===== src/rtl/vpg_timing_pattern.sv =====
// Parametrised video timing and test-pattern source: LFSR noise, scrolling gradient, colour bars, checker.
// Optional macro VPG_BORDER_EN overlays an all-ones one-pixel border around the active area.
module vpg_timing_pattern #(
    parameter int DW           = 8,
    parameter int H_ACTIVE     = 529,
    parameter int H_SYNC_START = 544,
    parameter int H_SYNC_END   = 590,
    parameter int H_TOTAL      = 638,
    parameter int V_ACTIVE     = 240,
    parameter int V_SYNC_START = 245,
    parameter int V_SYNC_END   = 248,
    parameter int V_TOTAL      = 262,
    parameter int SCROLL_STEP  = 6,
    parameter int BAR_SHIFT    = 6,
    parameter int CHK_SHIFT    = 5
) (
    input  logic          clk,
    input  logic          reset,
    input  logic          scandouble,
    input  logic [1:0]    mode,
    input  logic          pause,
    output logic          ce_pix,
    output logic          HBlank,
    output logic          HSync,
    output logic          VBlank,
    output logic          VSync,
    output logic          frame_start,
    output logic [DW-1:0] video
);
    localparam int HW = $clog2(H_TOTAL);
    localparam int VW = $clog2(2 * V_TOTAL);

    localparam logic [HW-1:0] H_ACT  = HW'(H_ACTIVE);
    localparam logic [HW-1:0] H_LAST = HW'(H_TOTAL - 1);
    localparam logic [HW-1:0] H_SS   = HW'(H_SYNC_START);
    localparam logic [HW-1:0] H_SE   = HW'(H_SYNC_END);
    localparam logic [VW-1:0] V_ACT  = VW'(V_ACTIVE);
    localparam logic [VW-1:0] V_SS   = VW'(V_SYNC_START);
    localparam logic [VW-1:0] V_SE   = VW'(V_SYNC_END);
    localparam logic [VW-1:0] VT_SINGLE_LAST = VW'(V_TOTAL - 1);
    localparam logic [VW-1:0] VT_DOUBLE_LAST = VW'(2 * V_TOTAL - 1);
    localparam logic [15:0]   LFSR_SEED = 16'hACE1;
    localparam logic [15:0]   LFSR_TAPS = 16'hB400;

    typedef enum logic [1:0] {
        MODE_NOISE = 2'd0,
        MODE_GRAD  = 2'd1,
        MODE_BARS  = 2'd2,
        MODE_CHECK = 2'd3
    } mode_t;

    logic [HW-1:0] hc;
    logic [VW-1:0] vc;
    logic [15:0]   frame_cnt;
    logic [15:0]   lfsr;
    mode_t         mode_q;

    logic [VW-1:0] vl;
    logic [VW-1:0] vt_last;
    logic          h_wrap;
    logic          v_wrap;
    logic          h_blank;
    logic          v_blank;
    logic [HW-1:0] bar_raw;
    logic [2:0]    bar_idx;
    logic [DW-1:0] scroll;
    logic [DW-1:0] pix;

    // Line-doubled mode repeats every source line, so halving vc maps back to the single-rate timing.
    assign vl      = scandouble ? (vc >> 1) : vc;
    assign vt_last = scandouble ? VT_DOUBLE_LAST : VT_SINGLE_LAST;
    assign h_wrap  = (hc == H_LAST);
    // >= lets a mid-frame drop out of scandouble wrap straight away instead of counting past the end.
    assign v_wrap  = (vc >= vt_last);
    assign h_blank = (hc >= H_ACT);
    assign v_blank = (vl >= V_ACT);
    assign bar_raw = hc >> BAR_SHIFT;
    assign bar_idx = (bar_raw > HW'(7)) ? 3'd7 : bar_raw[2:0];
    assign scroll  = DW'(frame_cnt * 16'(SCROLL_STEP));

`ifdef VPG_BORDER_EN
    logic border;
    assign border = (hc == '0) || (hc == H_ACT - 1'b1) || (vl == '0) || (vl == V_ACT - 1'b1);
`endif

    // NOTE: pix takes a default before the case, so every path assigns it and no latch is inferred.
    always_comb begin
        pix = '0;
        case (mode_q)
            MODE_NOISE: pix = lfsr[DW-1:0];
            MODE_GRAD:  pix = DW'(vl) + scroll;
            MODE_BARS:  pix = {3'd7 - bar_idx, {(DW-3){1'b0}}};
            MODE_CHECK: pix = {DW{hc[CHK_SHIFT] ^ vl[CHK_SHIFT] ^ frame_cnt[5]}};
            default:    pix = '0;
        endcase
`ifdef VPG_BORDER_EN
        if (border) pix = '1;
`endif
        if (h_blank || v_blank) pix = '0;
    end

    // NOTE: non-blocking assignments throughout, so every output below is computed from the
    // pre-edge hc/vc and video, blank and sync stay aligned with one clk of latency.
    always_ff @(posedge clk) begin
        if (reset) begin
            hc          <= '0;
            vc          <= '0;
            ce_pix      <= 1'b0;
            frame_cnt   <= '0;
            mode_q      <= MODE_NOISE;
            lfsr        <= LFSR_SEED;
            HBlank      <= 1'b0;
            HSync       <= 1'b0;
            VBlank      <= 1'b0;
            VSync       <= 1'b0;
            frame_start <= 1'b0;
            video       <= '0;
        end else begin
            ce_pix <= scandouble | ~ce_pix;
            if (ce_pix) begin
                lfsr <= {1'b0, lfsr[15:1]} ^ (lfsr[0] ? LFSR_TAPS : 16'h0000);
                if (h_wrap) begin
                    hc <= '0;
                    if (v_wrap) begin
                        vc     <= '0;
                        mode_q <= mode_t'(mode);
                        if (!pause) frame_cnt <= frame_cnt + 16'd1;
                    end else begin
                        vc <= vc + 1'b1;
                    end
                end else begin
                    hc <= hc + 1'b1;
                end
            end
            HBlank      <= h_blank;
            HSync       <= (hc >= H_SS) && (hc < H_SE);
            VBlank      <= v_blank;
            VSync       <= (vl >= V_SS) && (vl < V_SE);
            frame_start <= ce_pix && (hc == '0) && (vc == '0);
            video       <= pix;
        end
    end
endmodule


===== config.mk =====
export PLATFORM = sky130hd
export DESIGN_NAME = vpg_timing_pattern
export DESIGN_NICKNAME = d
export VERILOG_FILES = /design/src/rtl/vpg_timing_pattern.sv
export SDC_FILE = /design/constraint.sdc
export NUM_CORES = 1
export LEC_CHECK = 0
export BUFFER_PORTS_ARGS = -buffer_cell sky130_fd_sc_hd__buf_4
export CAP_MARGIN = 10
export CORE_MARGIN = 4
export CORE_UTILIZATION = 35
export DETAILED_ROUTE_END_ITERATION = 8
export PLACE_DENSITY = 0.61
export SYNTH_ARGS = -nofsm -noshare
export SYNTH_HDL_FRONTEND = slang
export SYNTH_SLANG_ARGS = --single-unit

===== constraint.sdc =====
create_clock -name clk -period 2.9 [get_ports clk]
set_input_delay 0.725 -clock clk [delete_from_list [all_inputs] [get_ports clk]]
set_output_delay 0.725 -clock clk [all_outputs]
set_load 0.01 [all_outputs]

==> Word-level counts from Yosys, hierarchy flattened <==
Cells that the tools add are included.
{ "totals": {"reg_bits": 68, "inputBits": 6, "output_inout_bits": 14, "word_cells": 55} }
{ "classes": {"n_addsub": 5, "multipliers": 1, "order_cmp": 8, "n_eq_ne": 4, "n_mux": 7, "n_bitwise": 6, "n_reduce_logical": 12} }
{ "op_table": {"columns": ["cell", "count"], "rows": [
  ["two-way mux 10 bit", 4],
  ["one-hot mux 8 bit (4 select lines)", 1],
  ["adder 10 x 1 -> 10 bit, second input constant", 2],
  [">= comparator 10 bit, second input constant", 2],
  [">= comparator 10 x 8 -> 1 bit, second input constant", 2],
  ["zero test 10 bit", 2],
  ["adder 16 x 1 -> 16 bit, second input constant", 1],
  ["multiplier 16 x 2 -> 7 bit, second input constant", 1],
  ["two-way mux 16 bit", 1],
  ["XOR 15 x 16 -> 16 bit", 1],
  ["== test 10 bit, second input constant", 1],
  [">= comparator 10 bit", 1],
  ["less-than comparator 10 bit, second input constant", 1],
  ["less-than comparator 10 x 8 -> 1 bit, second input constant", 1],
  ["adder 8 bit", 1],
  ["== test 2 bit, second input constant", 2],
  ["> comparator 4 x 3 -> 1 bit, second input constant", 1],
  ["logical AND 1 bit", 4],
  ["AND reduction 4 bit", 1],
  ["two-way mux 3 bit", 1],
  ["AND reduction 3 bit", 1],
  ["subtractor 3 bit, first input constant", 1],
  ["== test 2 x 1 -> 1 bit, second input constant", 1],
  ["zero test 2 bit", 1],
  ["6 further kinds", 8]
]} }

==> Depth between registers and ports, before layout <==
{ "depth": {"ltp_word": 4, "ltp_mapped": 11, "ltp_nobuf": 11} }

==> Least setup slack after synthesis <==
Ideal clock, no wire load.
{ "synth_path": {"kind": "input-to-reg", "start": "input scandouble", "end": "register video[7]", "setup_ps": 132, "arrival_ps": 2801, "required_time_ps": 2768, "path_slack_ps": -34, "stages": 8, "path_buffers": 1, "cell_sequence": "buf_2 > mux2_2 > fa_1 > a211oi_1 > o21ai_0 > a21o_1 > nand4_1 > or3b_2"} }
{ "synth_via": {"elab_chain_cells": 4, "elab_cells_between_ends": 8, "classes_between": "add/sub (1); order compare (1); mux (2); bitwise (2); reduce/logical (2)"} }
{ "synth_lines": {"columns": ["element", "line", "rtl"], "rows": [
  ["start, declared", "19", "input logic scandouble,"],
  ["two-way mux 10 bit *", "70", "assign vl = scandouble ? (vc >> 1) : vc;"],
  ["branches (longest 3 deep; another with adder 8 bit)", null, null],
  ["end signal, assigned", "140", "video <= pix;"],
  ["end, declared", "28", "output logic [DW-1:0] video"]
]} }
Mark *: on every way between the ends.
A chain may end at the register's enable or synchronous reset.

==> Worst setup path after layout <==
{ "layout_path": {"start": "register frame_cnt[1]", "end": "register video[7]"} }
{ "layout_via": {"elab_chain_cells": 3} }
{ "layout_lines": {"columns": ["element", "line", "rtl"], "rows": [
  ["start, declared", "54", "logic [15:0] frame_cnt;"],
  ["start signal, assigned", "127", "if (!pause) frame_cnt <= frame_cnt + 16'd1;"],
  ["multiplier 16 x 2 -> 7 bit", "79", "assign scroll = DW'(frame_cnt * 16'(SCROLL_STEP));"],
  ["adder 8 bit", "91", "MODE_GRAD: pix = DW'(vl) + scroll;"],
  ["one-hot mux 8 bit (4 select lines)", "89", "case (mode_q)"]
]} }
No other way between the ends.

==> qor.yml <==
status: "finished clean"
drive_above_1_share_pct: 17.1
multiInputGateArea_um2: 2110
reg2reg_depth: 10
ff_latch_area_um2: 1180
synth_most_common_cell: "dfxtp_1"
crit_type: "flop to flop"
postCtsSetupRepairBufs: 0
syn_to_final_growth_pct: 14.0
place_hpwl_um: 5640
synthesis.instances: 395
max_cap_violations: 0
antenna_found_initial: 0
pre_cts_slack_ps: 5.51
relSlewSlack_pct: 64.1
drc: 0
n_fill_cell: 935
num_vias: 2823
path_cells: "ha_2 -> fa_2 -> a21o_1 -> a21oi_2 -> xnor2_1 -> ha_1 -> or2_2 -> a21o_1 -> nand4_1 -> or3b_2"
crit_family: "adder cells"
core_region_area_um2: 9420
min_period_ps: 2770
cts_root_buffer: "clkbuf_8"
ctsHtreeMaxLevel: 3
numCtsBuffers: 9
cp.arrival_ps: 2990
cts_tree: "done"
finalCritPeriodShare_pct: 95.4
grt_use_total_pct: 14.3
cp-start-kind: "flop"
fin_worst_skew_ps: 9.61
yosys-top-cells-count: "dfxtp_1 (59), nor2_1 (51), a21oi_1 (25), nand2_1 (24), ha_1 (22)"
cts_buffer_depth: 2
cts_hold_buf: 0
hold_class: "flop to flop"
end_kind: "flop"
worst-path-max-fanout: 4
drtIter0Drc: 153
die_area_um2: 11500
timing.rr.start: "frame_cnt[1]$_SDFFE_PP0P_"
std_cell_rows: 35
min_to: "lfsr[7]$_SDFFE_PP1P_"
port_buffers: 19
powerDensity_nw_per_um2: 443
die_h_um: 107
synth_edf_count: 0
syn_area_um2: 3450
peakVddDrop_uv: 169
holdWs_ps: 469
tightest_slew_ps: 534
synth.area.top_cells: "dfxtp_1 (34%), ha_1 (8.0%), nor2_1 (5.5%)"
seq_area_frac_synth_pct: 34.2
die_w_um: 107
holdPathStages: 1
critPathSlowestCell: "or3b_2"
yosys_warnings: 0
clkSinkCount: 59
start_util_pct: 36.6
path_common_cell: "a21o_1"
insertedDiodeCount: 0
drt-pass1-iter-count: 4
path_buf_inv: 0
setup_violations: 0
clk_latency_ps: 340
worstReg2RegEnd: "video[7]$_SDFF_PP0_"
worstPathRequired_ps: 3120
drtAntennaViolNets: 0
finalMaxSlewViolations: 0
pin_count: 20
netlist.area_leader.share_pct: 34.2
syn_nets: 425
finalHoldViolCount: 0
synth_seq_cells: 59
instances_no_fill: 549
synth_top_flop_cell: "dfxtp_1"
grt_max_degree: 39
synth_area_per_cell_um2: 8.73
leakage_nw: 1.63
setup_slack_ps: 132
gp_congestion: 0.924
drt_wl_total_um: 7680
viasPerCell: 5.14
overflow: 0
placed_cells: 533
wl_per_cell_um: 14.0
yosys.area.top_type: "dfxtp_1"
ys_async_sr_fraction_pct: 0
ys_types: 55
fmax_ghz: 0.361
rrSetupSlack_ps: 130
nets: 445
grt_pass1_wl_um: 13100
cp_slowest_stage_delay_ps: 430
cts.reportedPaths.clkPinSlew_ps: 70
grt_pass1_vias: 2742
hp-start: "lfsr[8]$_SDFFE_PP0P_"
## what timing repair did
action / CTS / global route
pin swaps: 1 / 2
gates resized for setup: 1 / 4
endpoints found under the hold margin: 0 / 0
endpoints found under the setup margin: 1 / 1
## power breakdown
part / switching (mW) / leakage, nW / total [mW] / internal (mW)
Clock: 0.350 / 0.0966 / 0.748 / 0.398
Combinational: 0.0725 / 1.05 / 0.138 / 0.0658
Sequential: 0.0182 / 0.481 / 0.856 / 0.838
Total: 0.440 / 1.63 / 1.74 / 1.30
## registers in the layout (all words and copies together) (netlist names)
| signal | cells |
|---|---|
| HBlank | 1 |
| HSync | 1 |
| VBlank | 1 |
| VSync | 1 |
| ce_pix | 1 |
| frame_cnt | 7 |
| frame_start | 1 |
| hc | 10 |
| lfsr | 16 |
| mode_q | 2 |
| vc | 10 |
| video | 8 |
## cell type report
cell class / count / share of cell area, %
Timing Repair Buffer: 31 / 5.92
Tap cell: 129 / 4.11
Clock buffer: 10 / 3.25
Inverter: 13 / 1.24
Clock inverter: 6 / 1.65
Sequential cell: 59 / 30.1
Multi-Input combinational cell: 301 / 53.8
## kinds of logic after synthesis
kind of cell,Yosys count,share of synthesized area [%]
adder cells (fa/ha/maj),24,9.14
AO/OA/AOI/OAI,79,15.0
buffers and inverters,35,4.90
XOR/XNOR,26,6.60
multiplexers,19,5.80
AND/OR/NAND/NOR,153,24.3
flip-flops,59,34.2
## worst max-delay path by stage
stage                                    from                   to  slack, ps  depth (start not counted)
global route        frame_cnt[1]$_SDFFE_PP0P_  video[7]$_SDFF_PP0_         -7                         10
global placement                   scandouble  video[7]$_SDFF_PP0_         50                          8
floorplan                          scandouble  video[7]$_SDFF_PP0_          8                          8
finish              frame_cnt[1]$_SDFFE_PP0P_  video[7]$_SDFF_PP0_        130                         10
detailed placement                 scandouble  video[7]$_SDFF_PP0_          6                         10
CTS                 frame_cnt[1]$_SDFFE_PP0P_  video[7]$_SDFF_PP0_         20                         10
## layer usage
| layer | vias up | GRT usage [%] | part of all wire (%) |
|---|---|---|---|
| li1 | 1434 | - | - |
| met1 | 1317 | 19.1 | 48 |
| met2 | 55 | 22.2 | 45 |
| met3 | 17 | 2.82 | 4.5 |
| met4 | 0 | 6.76 | 2.4 |
| met5 | - | 0 | 0 |
## through the flow
step	util [%]	power [mW]	setup TNS (ps)	instance area [µm²]
6_report	41.8	1.74	0	3930
5_1_grt	41.8	1.82	-6.61	3930
4_1_cts	41.7	1.77	0	3920
3_5_place_dp	39.6	1.01	0	3730
3_3_place_gp	39.6	1.01	0	3730
2_1_floorplan	-	0.968	0	3450
## placed cells by master (no fill, tap or decap), types with 8 or more instances in the layout
cell type	synthesis	final
dfxtp_1	59	58
nor2_1	51	51
buf_4	3	31
nand2_1	24	24
a21oi_1	25	24
ha_1	22	21
xnor2_1	18	18
o21ai_0	17	16
nor2b_1	15	15
inv_1	13	13
mux2i_1	11	11
nand3_1	9	9
clkbuf_8	0	9
mux2_2	8	8
xor2_1	8	8
No activity file was read; power rests on OpenSTA's default activity.
